**src/rtl/sar_pkg.sv**
```systemverilog
// Shared definitions for the SAR code-bus reader: code word type, the
// phase-0 trial code and the phase counter width helper.
package sar_pkg;

    localparam int SAR_N     = 2;
    localparam int SAR_DEPTH = 4;

    typedef logic [SAR_N-1:0] code_t;

    // The SAR always starts a conversion by trialling the MSB alone.
    localparam code_t PHASE0_CODE = code_t'(1 << (SAR_N - 1));

    // Bits needed to count phases 0..n.
    function automatic int phase_width(input int n);
        return $clog2(n + 1);
    endfunction

    // Code the SAR drives in phase 0 for an n-bit converter.
    function automatic int trial_code(input int n);
        return 1 << (n - 1);
    endfunction

endpackage

```
**src/rtl/sar_code_fifo.sv**
```systemverilog
// Small circular-buffer FIFO with first-word-fall-through output.
// Output data is forced to zero while empty so reset and drained states
// present a clean bus.
module sar_code_fifo #(
    parameter int WIDTH = 2,
    parameter int DEPTH = 4
) (
    input  logic                     clk,
    input  logic                     rst,
    input  logic                     push,
    input  logic                     pop,
    input  logic [WIDTH-1:0]         din,
    output logic [WIDTH-1:0]         dout,
    output logic                     full,
    output logic                     empty,
    output logic [$clog2(DEPTH):0]   level
);

    localparam int AW = $clog2(DEPTH);
    localparam int LW = AW + 1;

    logic [WIDTH-1:0] mem [DEPTH];
    logic [AW-1:0]    wr_ptr_reg;
    logic [AW-1:0]    rd_ptr_reg;
    logic [LW-1:0]    level_reg;
    logic             do_push;
    logic             do_pop;

    assign empty   = (level_reg == '0);
    assign full    = (level_reg == LW'(DEPTH));
    // Pops on an empty buffer are ignored; a push into a full buffer only
    // succeeds if a pop frees a slot on the same edge.
    assign do_pop  = pop & ~empty;
    assign do_push = push & (~full | do_pop);
    assign level   = level_reg;
    assign dout    = empty ? '0 : mem[rd_ptr_reg];

    // Storage array: written on accepted pushes, no reset needed.
    always_ff @(posedge clk) begin
        if (do_push) begin
            mem[wr_ptr_reg] <= din;
        end
    end

    // Pointer and occupancy bookkeeping.
    always_ff @(posedge clk or negedge rst) begin
        if (!rst) begin
            wr_ptr_reg <= '0;
            rd_ptr_reg <= '0;
            level_reg  <= '0;
        end else begin
            if (do_push) begin
                wr_ptr_reg <= wr_ptr_reg + AW'(1);
            end
            if (do_pop) begin
                rd_ptr_reg <= rd_ptr_reg + AW'(1);
            end
            level_reg <= level_reg + LW'(do_push) - LW'(do_pop);
        end
    end

endmodule

```
**src/rtl/sar_code_reader.sv**
```systemverilog
// Consumer of the SAR code bus: tracks the conversion phase locally,
// captures the result code at the end of each conversion into a FIFO,
// strobes the sampler and flags phase misalignment and dropped results.
module sar_code_reader
    import sar_pkg::*;
#(
    parameter int N     = SAR_N,
    parameter int DEPTH = SAR_DEPTH
) (
    input  logic                     clk,
    input  logic                     rst,
    input  logic [N-1:0]             dac_code,
    output logic                     rd_valid,
    output logic [N-1:0]             rd_data,
    input  logic                     rd_ready,
    output logic                     sample_strobe,
    output logic [$clog2(DEPTH):0]   level,
    output logic                     overflow,
    output logic                     sync_err,
    input  logic                     clr_flags
);

    localparam int             PW         = phase_width(N);
    localparam logic [PW-1:0]  LAST_PHASE = PW'(N);
    localparam logic [N-1:0]   TRIAL0     = N'(trial_code(N));

    logic [PW-1:0] phase_reg;
    logic [PW-1:0] phase_next;
    logic          strobe_reg;
    logic          overflow_reg;
    logic          sync_err_reg;
    logic          push;
    logic          pop;
    logic          full;
    logic          empty;
    logic          drop;
    logic          sync_miss;

    assign push      = (phase_reg == LAST_PHASE);
    assign pop       = ~empty & rd_ready;
    assign drop      = push & full & ~pop;
    assign sync_miss = (phase_reg == '0) && (dac_code != TRIAL0);

    assign rd_valid      = ~empty;
    assign sample_strobe = strobe_reg;
    assign overflow      = overflow_reg;
    assign sync_err      = sync_err_reg;

    // Next phase: count 0..N and wrap; a bad phase-0 code is still treated
    // as the start of a conversion, so the next cycle is always phase 1.
    always_comb begin
        phase_next = phase_reg + PW'(1);
        if (phase_reg == LAST_PHASE) begin
            phase_next = '0;
        end
        if (sync_miss) begin
            phase_next = PW'(1);
        end
    end

    // Phase counter, sampler strobe and sticky status flags.
    always_ff @(posedge clk or negedge rst) begin
        if (!rst) begin
            phase_reg    <= '0;
            strobe_reg   <= 1'b0;
            overflow_reg <= 1'b0;
            sync_err_reg <= 1'b0;
        end else begin
            phase_reg    <= phase_next;
            strobe_reg   <= (phase_next == LAST_PHASE);
            // A new event beats a simultaneous clear.
            overflow_reg <= (overflow_reg & ~clr_flags) | drop;
            sync_err_reg <= (sync_err_reg & ~clr_flags) | sync_miss;
        end
    end

    sar_code_fifo #(
        .WIDTH (N),
        .DEPTH (DEPTH)
    ) u_fifo (
        .clk   (clk),
        .rst   (rst),
        .push  (push),
        .pop   (pop),
        .din   (dac_code),
        .dout  (rd_data),
        .full  (full),
        .empty (empty),
        .level (level)
    );

endmodule

```
**config.mk**
```make
export PLATFORM = sky130hd
export DESIGN_NAME = sar_code_reader
export DESIGN_NICKNAME = d
export VERILOG_FILES = /design/src/rtl/sar_pkg.sv /design/src/rtl/sar_code_fifo.sv /design/src/rtl/sar_code_reader.sv
export SDC_FILE = /design/constraint.sdc
export NUM_CORES = 1
export LEC_CHECK = 0
export ABC_AREA = 1
export BUFFER_PORTS_ARGS = -buffer_cell sky130_fd_sc_hd__buf_2
export CORE_MARGIN = 8
export CORE_UTILIZATION = 58
export CTS_CLUSTER_SIZE = 20
export DETAILED_ROUTE_END_ITERATION = 10
export GPL_ROUTABILITY_DRIVEN = 0
export GPL_TIMING_DRIVEN = 0
export PLACE_DENSITY_LB_ADDON = 0.25
export SLEW_MARGIN = 0
export SYNTH_ARGS = -nofsm -noshare
export SYNTH_HDL_FRONTEND = slang
export SYNTH_HIERARCHICAL = 1
export SYNTH_SLANG_ARGS = --single-unit
```
**constraint.sdc**
```tcl
create_clock -name clk -period 4.6 [get_ports clk]
set_clock_uncertainty 0.2 [all_clocks]
set_input_delay 0.92 -clock clk [delete_from_list [all_inputs] [get_ports clk]]
set_output_delay 0.92 -clock clk [all_outputs]
set_load 0.005 [all_outputs]
```
==> results of run 1 <==
[per-layer routing]
layer,GRT usage [%],part of all wire (%),up-vias
met3,4.04,5.7,4
met1,10.5,43,310
met5,0,0,-
met2,16.9,49,14
li1,-,-,358
met4,6.04,2.2,0
[layout by cell type, fill, tap and decap left out, types with 2 or more instances in the layout]
cell      count
nand2_2       2
nor2_1        6
clkbuf_4      3
edfxtp_1      8
xnor2_1       2
dfrtp_1      11
buf_2        14
nand2_1      25
ha_1          5
nand3_1       9
inv_1        26
a21oi_1       2
[layout make-up]
cell class,count,area [sq um],area share (%)
buffer,1,7.51,0.694
clock buffer,3,22.5,2.08
clock inverter,1,5.00,0.462
inverter,27,101,9.36
multi-input combinational,59,340,31.4
sequential,19,515,47.6
tap,16,20.0,1.85
timing repair buffer,14,70.1,6.47
[worst reg2reg max path, cell delays in order, from the launching register on]
cell      delay [ps]
dfrtp_1          440
nor2_4           170
nand2_2          100
inv_1            100
inv_1             60
nand2_1           90
inv_1             90
nand3b_1         140
nand2_1           80
ha_1             200
fa_1             390
xnor2_1          180
[power by group through the flow]
stage,Sequential [mW],Combinational (mW),Clock (mW)
after global placement,0.250,0.225,0
after floorplan,0.249,0.166,0
final,0.249,0.241,0.0803
after global routing,0.254,0.274,0.0905
after CTS,0.249,0.244,0.0820
after detailed placement,0.252,0.243,0
[worst min-delay path by stage]
stage                                       from                          endpoint  slack, ps  depth (start not counted)
after CTS                                    rst  u_fifo/rd_ptr_reg[1]$_DFFE_PN0N_        280                          1
after detailed placement      sync_err$_DFF_PN0_                sync_err$_DFF_PN0_        260                          2
after global placement        sync_err$_DFF_PN0_                sync_err$_DFF_PN0_        260                          2
after floorplan           phase_reg[0]$_DFF_PN0_            phase_reg[0]$_DFF_PN0_        260                          1
final                                        rst  u_fifo/rd_ptr_reg[1]$_DFFE_PN0N_        270                          1
after global routing                         rst  u_fifo/rd_ptr_reg[1]$_DFFE_PN0N_        280                          1
[through the flow]
stage / worst slack, ps / utilization, % / instance area (sq um) / hold slack [ps]
global placement: 2170 / 68.4 / 1050 / 260
floorplan: 2350 / - / 965 / 257
finish: 2210 / 70.2 / 1080 / 274
detailed placement: 2120 / 68.4 / 1050 / 260
CTS: 2210 / 70.2 / 1080 / 278
global route: 2130 / 70.2 / 1080 / 277
[cells by family after synthesis]
logic type | Yosys count | synth area share, %
and+or+nand+nor | 47 | 22.8
adders and majority gates | 6 | 8.56
xor gates and xnor gates | 2 | 1.82
AOI/OAI and AO/OA | 4 | 2.07
buffers and inverters | 28 | 11.3
DFF | 19 | 53.4
==> metrics.md, run 1 <==
| Metric | Value |
|---|---|
| Reg2Reg Depth | 11 |
| Asr flop ratio synth | 57.9% |
| Fin nets | 137 |
| Die Ht | 56.8 microns |
| Post-synth EDFFs | 8 |
| Critical path data arrival time | 1270 ps |
| Max reg flops | 8 |
| Die width | 56.8 microns |
| Crit path launch type | flip-flop |
| N_diodes | 0 |
| First-pass GRT wire length | 2.62 mm |
| Hold WC Path Type | in -> async |
| Count leader, synth | inv_1 |
| Synth warnings | 6 |
| DRT Wirelength | 1.57 mm |
| Psw | 222 uW |
| Syn Nets | 118 |
| Comb pwr share | 42.2% |
| CTS tree | yes |
| GRT Total Usage | 10.2% |
| Detail Route Antenna Nets | 0 |
| Vias | 686 |
| Non-filler instance count after layout | 140 |
| Top cell type's share of synthesized area | 28.5% |
| Worst setup EP type | primary output |
| Synth cell count leaders | 26 x inv_1, 25 x nand2_1, 11 x dfrtp_1 |
| Worst Tran Pin Value | 295 ps |
| Gr ovfl total | 0 |
| Worst reg-to-reg setup slack | 2300 ps |
| Drt pass-1 iters | 4 |
| H-tree Lvls | 1 |
| Vias in the first global route | 657 |
| Critical path peak fanout | 4 |
| Crit. path cell count | 5 |
| TritonCTS Buffers | 3 |
| RSZ-0062 raised after global routing | false |
| Share of cells above drive strength 1 | 21.0% |
| Status | completed |
| Slowest CP cell | dfrtp_1 |
| Slew Limit Fails | 0 |
| Count of distinct cell types in the synthesized netlist | 20 |
| Worst EP required | 3480 ps |
| Crit Reg-Reg Startpoint | u_fifo/level[1]$_DFF_PN0_ |
| Post-DR wirelength/cell | 11.2 microns |
| Via density | 4.90 |
| Worst-skew pair later-pin latency | 290 ps |
| Final Hold Viols | 0 |
| Area grow syn2layout | 12.2% |
| Clock share of power | 14.1% |
| Port Buf Inserts | 14 |
| R2R Path End | u_fifo/level[2]$_DFF_PN0_ |
| Ports | 15 |
| Peak supply drop | 0.000348 V |
| Post-DP HPWL | 1.29 mm |
| Mapped Cells | 106 |
| Syn Area/Cell | 9.10 sq um |
| Top_reg_cell synth | dfrtp_1 |
| Largest cells by area after synthesis | dfrtp_1 29%, edfxtp_1 25%, inv_1 10%, nand2_1 9.7%, ha_1 6.5% |
| Initial Util | 62.6% |
| Cell mode on critical path | inv_1 |
| Top Family by Delay on Critical Path | flip-flops |
| Tmin final | 2390 ps |
| Sink Count | 19 |
| Crit. Startpoint | u_fifo/level[1]$_DFF_PN0_ |
| Clock input transition at the sequential cells of the worst setup and hold paths | 100 ps |
| Final period util | 51.9% |
| Final setup violation count | 0 |
| Max cap viols | 0 |
| Crit-path max cell delay | 440 ps |
| Yosys reg bits | 19 |
| Static Leak | 0.582 nW |
| Crit Path Class | reg -> out |
| Pwr dens | 526 mW/mm^2 |
| Final TNS setup | 0 ps |
| # DRC | 0 |
| Placement Rows | 14 |
| Post_cts resized | 0 |
| Peak Freq | 0.419 GHz |
| Number of fillers in the final layout | 130 |
| Internal Power | 348 uW |
| Largest net degree at the start of global routing | 12 |
| Switching power share of the total | 38.9% |
| Cell Area, Synth | 965 sq um |
| Crit path buffers/inverters | 3 |
| Die area | 0.00322 sq mm |
| Core ar. | 0.00154 sq mm |
| Initial antenna violation count | 0 |
| Slew headroom | 80.3% |
| Max Root-Sink Buffers | 2 |
| Post-synth top area cell | dfrtp_1 |
| First DRT Iteration DRCs | 14 |
| Setup crit end | rd_valid |
| Clock root buffer master | clkbuf_4 |
| Setup Buffers After CTS | 0 |
| Hold buffers post-CTS | 0 |
| Part of the Yosys area used for sequential elements | 53.4% |
| Total power | 569 uW |
| Inst Count DP | 136 |
| Reg power frac | 43.7% |
| Worst path cell trace | nor2_4 > nand2_2 > inv_1 > inv_1 > buf_2 |
Note: power is estimated with default switching activity, not from simulation.
==> inputs of run 2 (changes only) <==
--- a/config.mk
+++ b/config.mk
@@ -5,10 +5,10 @@
 export SDC_FILE = /design/constraint.sdc
 export NUM_CORES = 1
 export LEC_CHECK = 0
-export ABC_AREA = 1
+export ABC_AREA = 0
 export BUFFER_PORTS_ARGS = -buffer_cell sky130_fd_sc_hd__buf_2
 export CORE_MARGIN = 8
-export CORE_UTILIZATION = 58
+export CORE_UTILIZATION = 53
 export CTS_CLUSTER_SIZE = 20
 export DETAILED_ROUTE_END_ITERATION = 10
 export GPL_ROUTABILITY_DRIVEN = 0
==> constraint.sdc (replaced) <==
create_clock -name clk -period 2.2 [get_ports clk]
set_clock_uncertainty 0.2 [all_clocks]
set_input_delay 0.44 -clock clk [delete_from_list [all_inputs] [get_ports clk]]
set_output_delay 0.44 -clock clk [all_outputs]
set_load 0.005 [all_outputs]
==> run 2 against run 1 <==
  * Clock-buffer cell count rose by 1
  * Utilization decreased by 4.4 points
  * Non-clock buffer count is 4 higher
  * Highest routed layer unchanged
  * Clock power is 100% higher
  * Register-to-register slack worse by 2400 ps
  * Combinational power grew 110%
  * Critical path type is now reg -> reg
  * The run now ends with setup timing left
  * Die area rose by 1.7%
==> metrics.md, run 2 <==
| Metric | Value |
|---|---|
| Status | finished with violations (was completed) |
| DRT Wirelength | 1.43 mm (was 1.57 mm) |
| First DRT Iteration DRCs | 3 (was 14) |
| Commonest non-fill, non-tap cell in the layout | buf_2 (was inv_1) |
| Static Leak | 0.490 nW (was 0.582 nW) |
| Detail Route Antenna Nets | 0 (unchanged) |
| DP Area | 0.00100 sq mm (was 0.00105 sq mm) |
| Max reg flops | 8 (unchanged) |
| Crit Reg-Reg Startpoint | u_fifo/level[0]$_DFF_PN0_ (was u_fifo/level[1]$_DFF_PN0_) |
| Psw | 388 uW (was 222 uW) |
| H-tree Lvls | 1 (unchanged) |
| Worst Tran Pin Value | 254 ps (was 295 ps) |
| Hold WC Path Type | in -> reg (was in -> async) |
| Final TNS setup | -69.0 ps (was 0 ps) |
| Clock root buffer master | clkbuf_4 (unchanged) |
| Count of distinct cell types in the synthesized netlist | 25 (was 20) |
| Drt pass-1 iters | 3 (was 4) |
| Asr flop ratio synth | 57.9% (unchanged) |
| Initial Util | 54.0% (was 62.6%) |
| Sink Count | 19 (unchanged) |
| Worst EP required | 2180 ps (was 3480 ps) |
| Crit Path Class | reg -> reg (was reg -> out) |
| Placement Rows | 15 (was 14) |
| Clock share of power | 13.6% (was 14.1%) |
| Die Ht | 57.3 microns (was 56.8 microns) |
| Top_reg_cell synth | dfrtp_1 (unchanged) |
| Die area | 0.00328 sq mm (was 0.00322 sq mm) |
| Syn Nets | 74 (was 118) |
| Worst-skew pair later-pin latency | 280 ps (was 290 ps) |
| Hold Crit Depth | 1 |
| TritonCTS Buffers | 3 (unchanged) |
| Internal Power | 812 uW (was 348 uW) |
| CTS tree | yes (unchanged) |
| Peak Freq | 0.441 GHz |
| Post-DP HPWL | 1.13 mm (was 1.29 mm) |
| Share of cells above drive strength 1 | 50.6% (was 21.0%) |
| Crit. Startpoint | u_fifo/level[0]$_DFF_PN0_ (was u_fifo/level[1]$_DFF_PN0_) |
| Largest net degree at the start of global routing | 12 (unchanged) |
| Syn Area/Cell | 14.6 sq um (was 9.10 sq um) |
| Failing checks | setup timing |
| Port Buf Inserts | 14 (unchanged) |
| Top cell type's share of synthesized area | 30.5% (was 28.5%) |
| Reg2Reg Depth | 9 (was 11) |
| Pwr dens | 1090 mW/mm^2 (was 526 mW/mm^2) |
| Core ar. | 0.00167 sq mm (was 0.00154 sq mm) |
| Clock input transition at the sequential cells of the worst setup and hold paths | 100 ps (about the same) |
| Post-DR wirelength/cell | 14.0 microns (was 11.2 microns) |
| Post-synth EDFFs | 8 (unchanged) |
| Post-synth top area cell | dfrtp_1 (unchanged) |
| Max Root-Sink Buffers | 2 (unchanged) |
| Peak supply drop | 0.000569 V (was 0.000348 V) |
| Synth warnings | 6 (unchanged) |
| Worst reg-to-reg setup slack | -70 ps (was 2300 ps) |
| Cell Area, Synth | 902 sq um (was 965 sq um) |
| Count leader, synth | dfrtp_1 (was inv_1) |
| Tmin final | 2270 ps |
| Critical path peak fanout | 4 (unchanged) |
| Slew Limit Fails | 0 (unchanged) |
| Vias in the first global route | 561 (was 657) |
| GRT Total Usage | 9.57% (was 10.2%) |
| Max cap viols | 0 (unchanged) |
| Via density | 5.04 (was 4.90) |
| R2R Path End | u_fifo/level[2]$_DFF_PN0_ (unchanged) |
| Area grow syn2layout | 21.9% (was 12.2%) |
| Reg power frac | 44.1% (was 43.7%) |
| N_diodes | 0 (unchanged) |
| Final setup violation count | 1 (was 0) |
| # DRC | 0 (unchanged) |
| Gr ovfl total | 0 (unchanged) |
| Initial antenna violation count | 0 (unchanged) |
| Slew headroom | 83.1% (was 80.3%) |
| Synth cell count leaders | 11 x dfrtp_1, 8 x edfxtp_1, 7 x inv_1 (was 26 x inv_1, 25 x nand2_1, 11 x dfrtp_1) |
| Crit path setup slack, layout | -69.0 ps (was 2210 ps) |
| Worst setup EP type | flip-flop (was primary output) |
| Final Hold Viols | 0 (unchanged) |
| Inst Count DP | 93 (was 136) |
| Switching power share of the total | 32.3% (was 38.9%) |
| Critical path data arrival time | 2250 ps (was 1270 ps) |
| Vias | 514 (was 686) |
| Non-filler instance count after layout | 102 (was 140) |
| Largest cells by area after synthesis | dfrtp_1 31%, edfxtp_1 27%, ha_1 6.9%, mux4_2 5.0%, xnor2_1 4.9% (was dfrtp_1 29%, edfxtp_1 25%, inv_1 10%, nand2_1 9.7%, ha_1 6.5%) |
| First-pass GRT wire length | 2.36 mm (was 2.62 mm) |
| Ports | 15 (unchanged) |
| Crit path launch type | flip-flop (unchanged) |
| Final period util | 103% |
| Yosys reg bits | 19 (unchanged) |
| Mapped Cells | 62 (was 106) |
| Commonest cells after routing, fill and taps aside | 14 x buf_2, 10 x dfrtp_1, 8 x edfxtp_1 (was 26 x inv_1, 25 x nand2_1, 14 x buf_2) |
| Fin nets | 98 (was 137) |
| DP Worst Slack | -87.6 ps (was 2120 ps) |
| Design Area, Final | 0.00110 sq mm (was 0.00108 sq mm) |
| Part of the Yosys area used for sequential elements | 57.1% (was 53.4%) |
| Setup crit end | u_fifo/level[2]$_DFF_PN0_ (was rd_valid) |
| Comb pwr share | 42.3% (was 42.2%) |
| RSZ-0062 raised after global routing | true (was false) |
| Die width | 57.3 microns (was 56.8 microns) |
-- run 2: stage by stage --
stage,hold slack (ps),utilization [%],total power [mW]
6_report,185,65.8,1.20
3_5_place_dp,126,60.0,0.954
4_1_cts,170,64.0,1.18
3_3_place_gp,115,60.0,0.925
2_1_floorplan,-55.6,-,0.817
5_1_grt,172,65.8,1.29
-- run 2: layer usage --
layer | global-route usage (%) | vias to the layer above | wire (microns)
met1 | 9.08 | 245 | 569
met4 | 6.43 | 0 | 12
met3 | 3.36 | 2 | 73
met2 | 16.9 | 9 | 774
li1 | - | 258 | -
met5 | 0 | - | 0
-- run 2: power groups by stage --
stage	clock network [mW]	registers [mW]	logic, mW
detailed placement	0	0.537	0.417
CTS	0.171	0.533	0.472
global route	0.180	0.540	0.570
floorplan	0	0.521	0.297
finish	0.163	0.529	0.508
global placement	0	0.528	0.397
-- run 2: cells by family (layout without fill, tap and decap cells) --
| logic type | count (synthesis) | after routing | synth area share [%] |
|---|---|---|---|
| AO/OA/AOI/OAI | 4 | 4 | 4.85 |
| multiplexers | 4 | 4 | 7.77 |
| XOR/XNOR | 5 | 5 | 4.85 |
| AND/OR/NAND/NOR | 17 | 17 | 13.3 |
| buffers and inverters | 7 | 30 | 2.91 |
| flip-flops | 19 | 19 | 57.1 |
| adder cells (fa/ha/maj) | 6 | 6 | 9.15 |
-- run 2: area by class of cell --
cell class / instances / area, sq um
inverters: 7 / 28.8
repair buffers: 19 / 114
fillers: 130 / 571
clock buffers: 4 / 26.3
multi-input cells: 36 / 393
well taps: 17 / 21.3
flip-flops and latches: 19 / 517
-- run 2: repair_timing --
item | 4_1_cts | 5_1_grt
resized for setup | 4 | 4
setup endpoints to repair | 4 | 4
pin swaps | 1 | 2
buffers inserted | 2 | 2
hold buffers | 1 | 0
endpoints found under the hold margin | 11 | 0
-- run 2: worst min path at each step --
stage / startpoint / slack (ps) / end
2_1_floorplan: rst / -60 / overflow$_DFF_PN0_
3_3_place_gp: rst / 120 / u_fifo/rd_ptr_reg[1]$_DFFE_PN0N_
3_5_place_dp: rst / 130 / u_fifo/rd_ptr_reg[1]$_DFFE_PN0N_
4_1_cts: dac_code[1] / 170 / u_fifo/mem[1][1]$_DFFE_PP_
5_1_grt: dac_code[1] / 170 / u_fifo/mem[1][1]$_DFFE_PP_
6_report: dac_code[0] / 190 / u_fifo/mem[0][0]$_DFFE_PP_
-- run 2: worst max-delay path: stages, from the launching register on --
cell and delay [ps]:
dfrtp_1 430, or3_4 440, inv_4 80, nor2b_4 50
o21ai_2 100, mux2i_1 80, ha_2 180, fa_2 350
xnor2_2 140, xnor2_1 120
==> inputs of run 3 (changes only) <==
--- a/config.mk
+++ b/config.mk
@@ -9,11 +9,13 @@
 export BUFFER_PORTS_ARGS = -buffer_cell sky130_fd_sc_hd__buf_2
 export CORE_MARGIN = 8
 export CORE_UTILIZATION = 53
+export CTS_BUF_LIST = sky130_fd_sc_hd__clkbuf_4 sky130_fd_sc_hd__clkbuf_8 sky130_fd_sc_hd__clkbuf_16
 export CTS_CLUSTER_SIZE = 20
 export DETAILED_ROUTE_END_ITERATION = 10
 export GPL_ROUTABILITY_DRIVEN = 0
 export GPL_TIMING_DRIVEN = 0
 export PLACE_DENSITY_LB_ADDON = 0.25
+export REMOVE_ABC_BUFFERS = 1
 export SLEW_MARGIN = 0
 export SYNTH_ARGS = -nofsm -noshare
 export SYNTH_HDL_FRONTEND = slang
==> run 3 against run 2 <==
  * The flow still finishes with violations (setup timing)
  * Utilization increased by 4.4 points
  * Critical endpoint unchanged
  * Sequential share of layout area is 3.0 points lower
  * Highest routed layer unchanged
  * Worst hold slack got worse by 15 ps
==> metrics.md, run 3 (synthesis gave the netlist of run 2 again) <==
| Metric | Value |
|---|---|
| Crit path launch type | flip-flop (unchanged) |
| Via density | 4.84 (was 5.04) |
| Hold WC Path Type | in -> reg (unchanged) |
| Detail Route Antenna Nets | 0 (unchanged) |
| Worst reg-to-reg setup slack | -40 ps (was -70 ps) |
| Worst-skew pair later-pin latency | 300 ps (was 280 ps) |
| Worst Tran Pin Value | 243 ps (was 254 ps) |
| Area grow syn2layout | 30.1% (was 21.9%) |
| Final Hold Viols | 0 (unchanged) |
| Final period util | 102% (was 103%) |
| Worst setup EP type | flip-flop (unchanged) |
| Slowest CP cell | or3_4 (unchanged) |
| Non-filler instance count after layout | 109 (was 102) |
| Ports | 15 (unchanged) |
| Port Buf Inserts | 14 (unchanged) |
| # DRC | 0 (unchanged) |
| Vias | 528 (was 514) |
| Total power | 1.34 mW (was 1.20 mW) |
| Fin util | 70.3% (was 65.8%) |
| DP Area | 993 sq um (was 0.00100 sq mm) |
| Crit Path Class | reg -> reg (unchanged) |
| Storage element area | 517 sq um (unchanged) |
| RSZ-0062 raised after global routing | true (unchanged) |
| Core ar. | 0.00167 sq mm (unchanged) |
| Slew headroom | 83.8% (was 83.1%) |
| Crit path setup slack, layout | -41.7 ps (was -69.0 ps) |
| First-pass GRT wire length | 2.42 mm (was 2.36 mm) |
| Drt pass-1 iters | 3 (unchanged) |
| Critical path data arrival time | 2240 ps (was 2250 ps) |
| Fin nets | 105 (was 98) |
| Share of cells above drive strength 1 | 57.6% (was 50.6%) |
| First DRT Iteration DRCs | 1 (was 3) |
| Largest net degree at the start of global routing | 12 (unchanged) |
| Worst EP required | 2190 ps (was 2180 ps) |
| Pwr dens | 1140 mW/mm^2 (was 1090 mW/mm^2) |
| Die area | 0.00328 sq mm (unchanged) |
| Slew Limit Fails | 0 (unchanged) |
| Die width | 57.3 microns (unchanged) |
| Post-DR wirelength/cell | 13.6 microns (was 14.0 microns) |
| Worst path cell trace | or3_4 > inv_4 > nor2b_4 > o21ai_1 > mux2i_1 > ha_2 > fa_2 > xnor2_2 > xnor2_1 (was or3_4 > inv_4 > nor2b_4 > o21ai_2 > mux2i_1 > ha_2 > fa_2 > xnor2_2 > xnor2_1) |
| Status | finished with violations (unchanged) |
| Clock input transition at the sequential cells of the worst setup and hold paths | 110 ps (was 100 ps) |
| Clock root buffer master | clkbuf_4 (unchanged) |
| H-tree Lvls | 1 (unchanged) |
| Crit-path max cell delay | 410 ps (was 440 ps) |
| Multi-input gate area | 397 sq um (was 393 sq um) |
| DRT Wirelength | 1.48 mm (was 1.43 mm) |
| Critical path peak fanout | 4 (unchanged) |
| Peak Freq | 0.446 GHz (was 0.441 GHz) |
| Peak supply drop | 0.000660 V (was 0.000569 V) |
| Commonest cells after routing, fill and taps aside | 12 x buf_2, 10 x dfrtp_1, 9 x buf_4 (was 14 x buf_2, 10 x dfrtp_1, 8 x edfxtp_1) |
| Number of fillers in the final layout | 117 (was 130) |
| Initial Util | 54.0% (unchanged) |
| Vias in the first global route | 570 (was 561) |
| Static Leak | 0.537 nW (was 0.490 nW) |
| Gr ovfl total | 0 (unchanged) |
| Die Ht | 57.3 microns (unchanged) |
| CTS tree | yes (unchanged) |
| Failing checks | setup timing (unchanged) |
| Final setup violation count | 3 (was 1) |
| Final TNS setup | -108 ps (was -69.0 ps) |
| Inst Count DP | 93 (unchanged) |
| N_diodes | 0 (unchanged) |
| Design Area, Final | 0.00117 sq mm (was 0.00110 sq mm) |
| Commonest non-fill, non-tap cell in the layout | buf_2 (unchanged) |
| Placement Rows | 15 (unchanged) |
| Max cap viols | 0 (unchanged) |
| Initial antenna violation count | 0 (unchanged) |
| Max Root-Sink Buffers | 2 (unchanged) |
| Post-DP HPWL | 1.05 mm (was 1.13 mm) |
| Tmin final | 2240 ps (was 2270 ps) |
| Max reg flops | 8 (unchanged) |
| Sink Count | 19 (unchanged) |
| TritonCTS Buffers | 3 (unchanged) |
| GRT Total Usage | 9.90% (was 9.57%) |
==> run 3: repair_timing <==
item / 4_1_cts / 5_1_grt
pin swaps: 5 / 4
setup buffers: 6 / 5
setup endpoints to repair: 4 / 4
hold endpoints to repair: 11 / 0
hold buffers: 1 / 0
gates resized for setup: 10 / 8
==> run 3: power by group <==
group          total (mW)  internal (mW)  switching [mW]
Combinational       0.652          0.404           0.248
Sequential          0.515          0.447          0.0677
Clock               0.175         0.0678           0.107
Total                1.34          0.919           0.423
==> run 3: final cells by class <==
type                    count  area share [%]
clock buffers               3            1.92
clock inverters             1           0.426
inverters                   7            2.45
multi-input cells          36            33.8
flip-flops and latches     19            44.0
well taps                  17            1.81
repair buffers             26            15.6
==> run 3: final timing paths <==
| kind | from | endpoint | cells past startpoint |
|---|---|---|---|
| worst max-delay path | u_fifo/level[1]$_DFF_PN0_ | u_fifo/level[2]$_DFF_PN0_ | 9 |
| worst min-delay path | dac_code[1] | u_fifo/mem[1][1]$_DFFE_PP_ | 1 |
| worst max register to register | u_fifo/level[1]$_DFF_PN0_ | u_fifo/level[2]$_DFF_PN0_ | 9 |
| worst min register to register | phase_reg[0]$_DFF_PN0_ | phase_reg[0]$_DFF_PN0_ | 1 |
| max in group asynchronous | rst | u_fifo/rd_ptr_reg[0]$_DFFE_PN0N_ | 2 |
| min in group asynchronous | rst | u_fifo/rd_ptr_reg[1]$_DFFE_PN0N_ | 2 |
==> run 3: metal layers <==
metal  share of wire, %  global-route usage (%)  vias up
met1                 42                    10.2      244
met5                  0                       0        -
met4                2.1                    7.50        0
met3                4.5                    4.04        4
li1                   -                       -      269
met2                 51                    15.8       11
==> run 3: through the flow <==
step	hold WS [ps]	worst slack, ps
detailed placement	125	-340
global route	157	-133
finish	171	-41.7
floorplan	-55.6	-228
CTS	161	-60.1
global placement	116	-297
==> run 3: worst max-delay path, delay by kind of cell, from the launching register on <==
family / cells / cell delay, ps
buffers and inverters: 1 / 80
muxes: 1 / 90
xor gates and xnor gates: 2 / 270
adders and majority gates: 2 / 530
AOI/OAI and AO/OA: 1 / 110
and+or+nand+nor: 2 / 460
DFF: 1 / 400
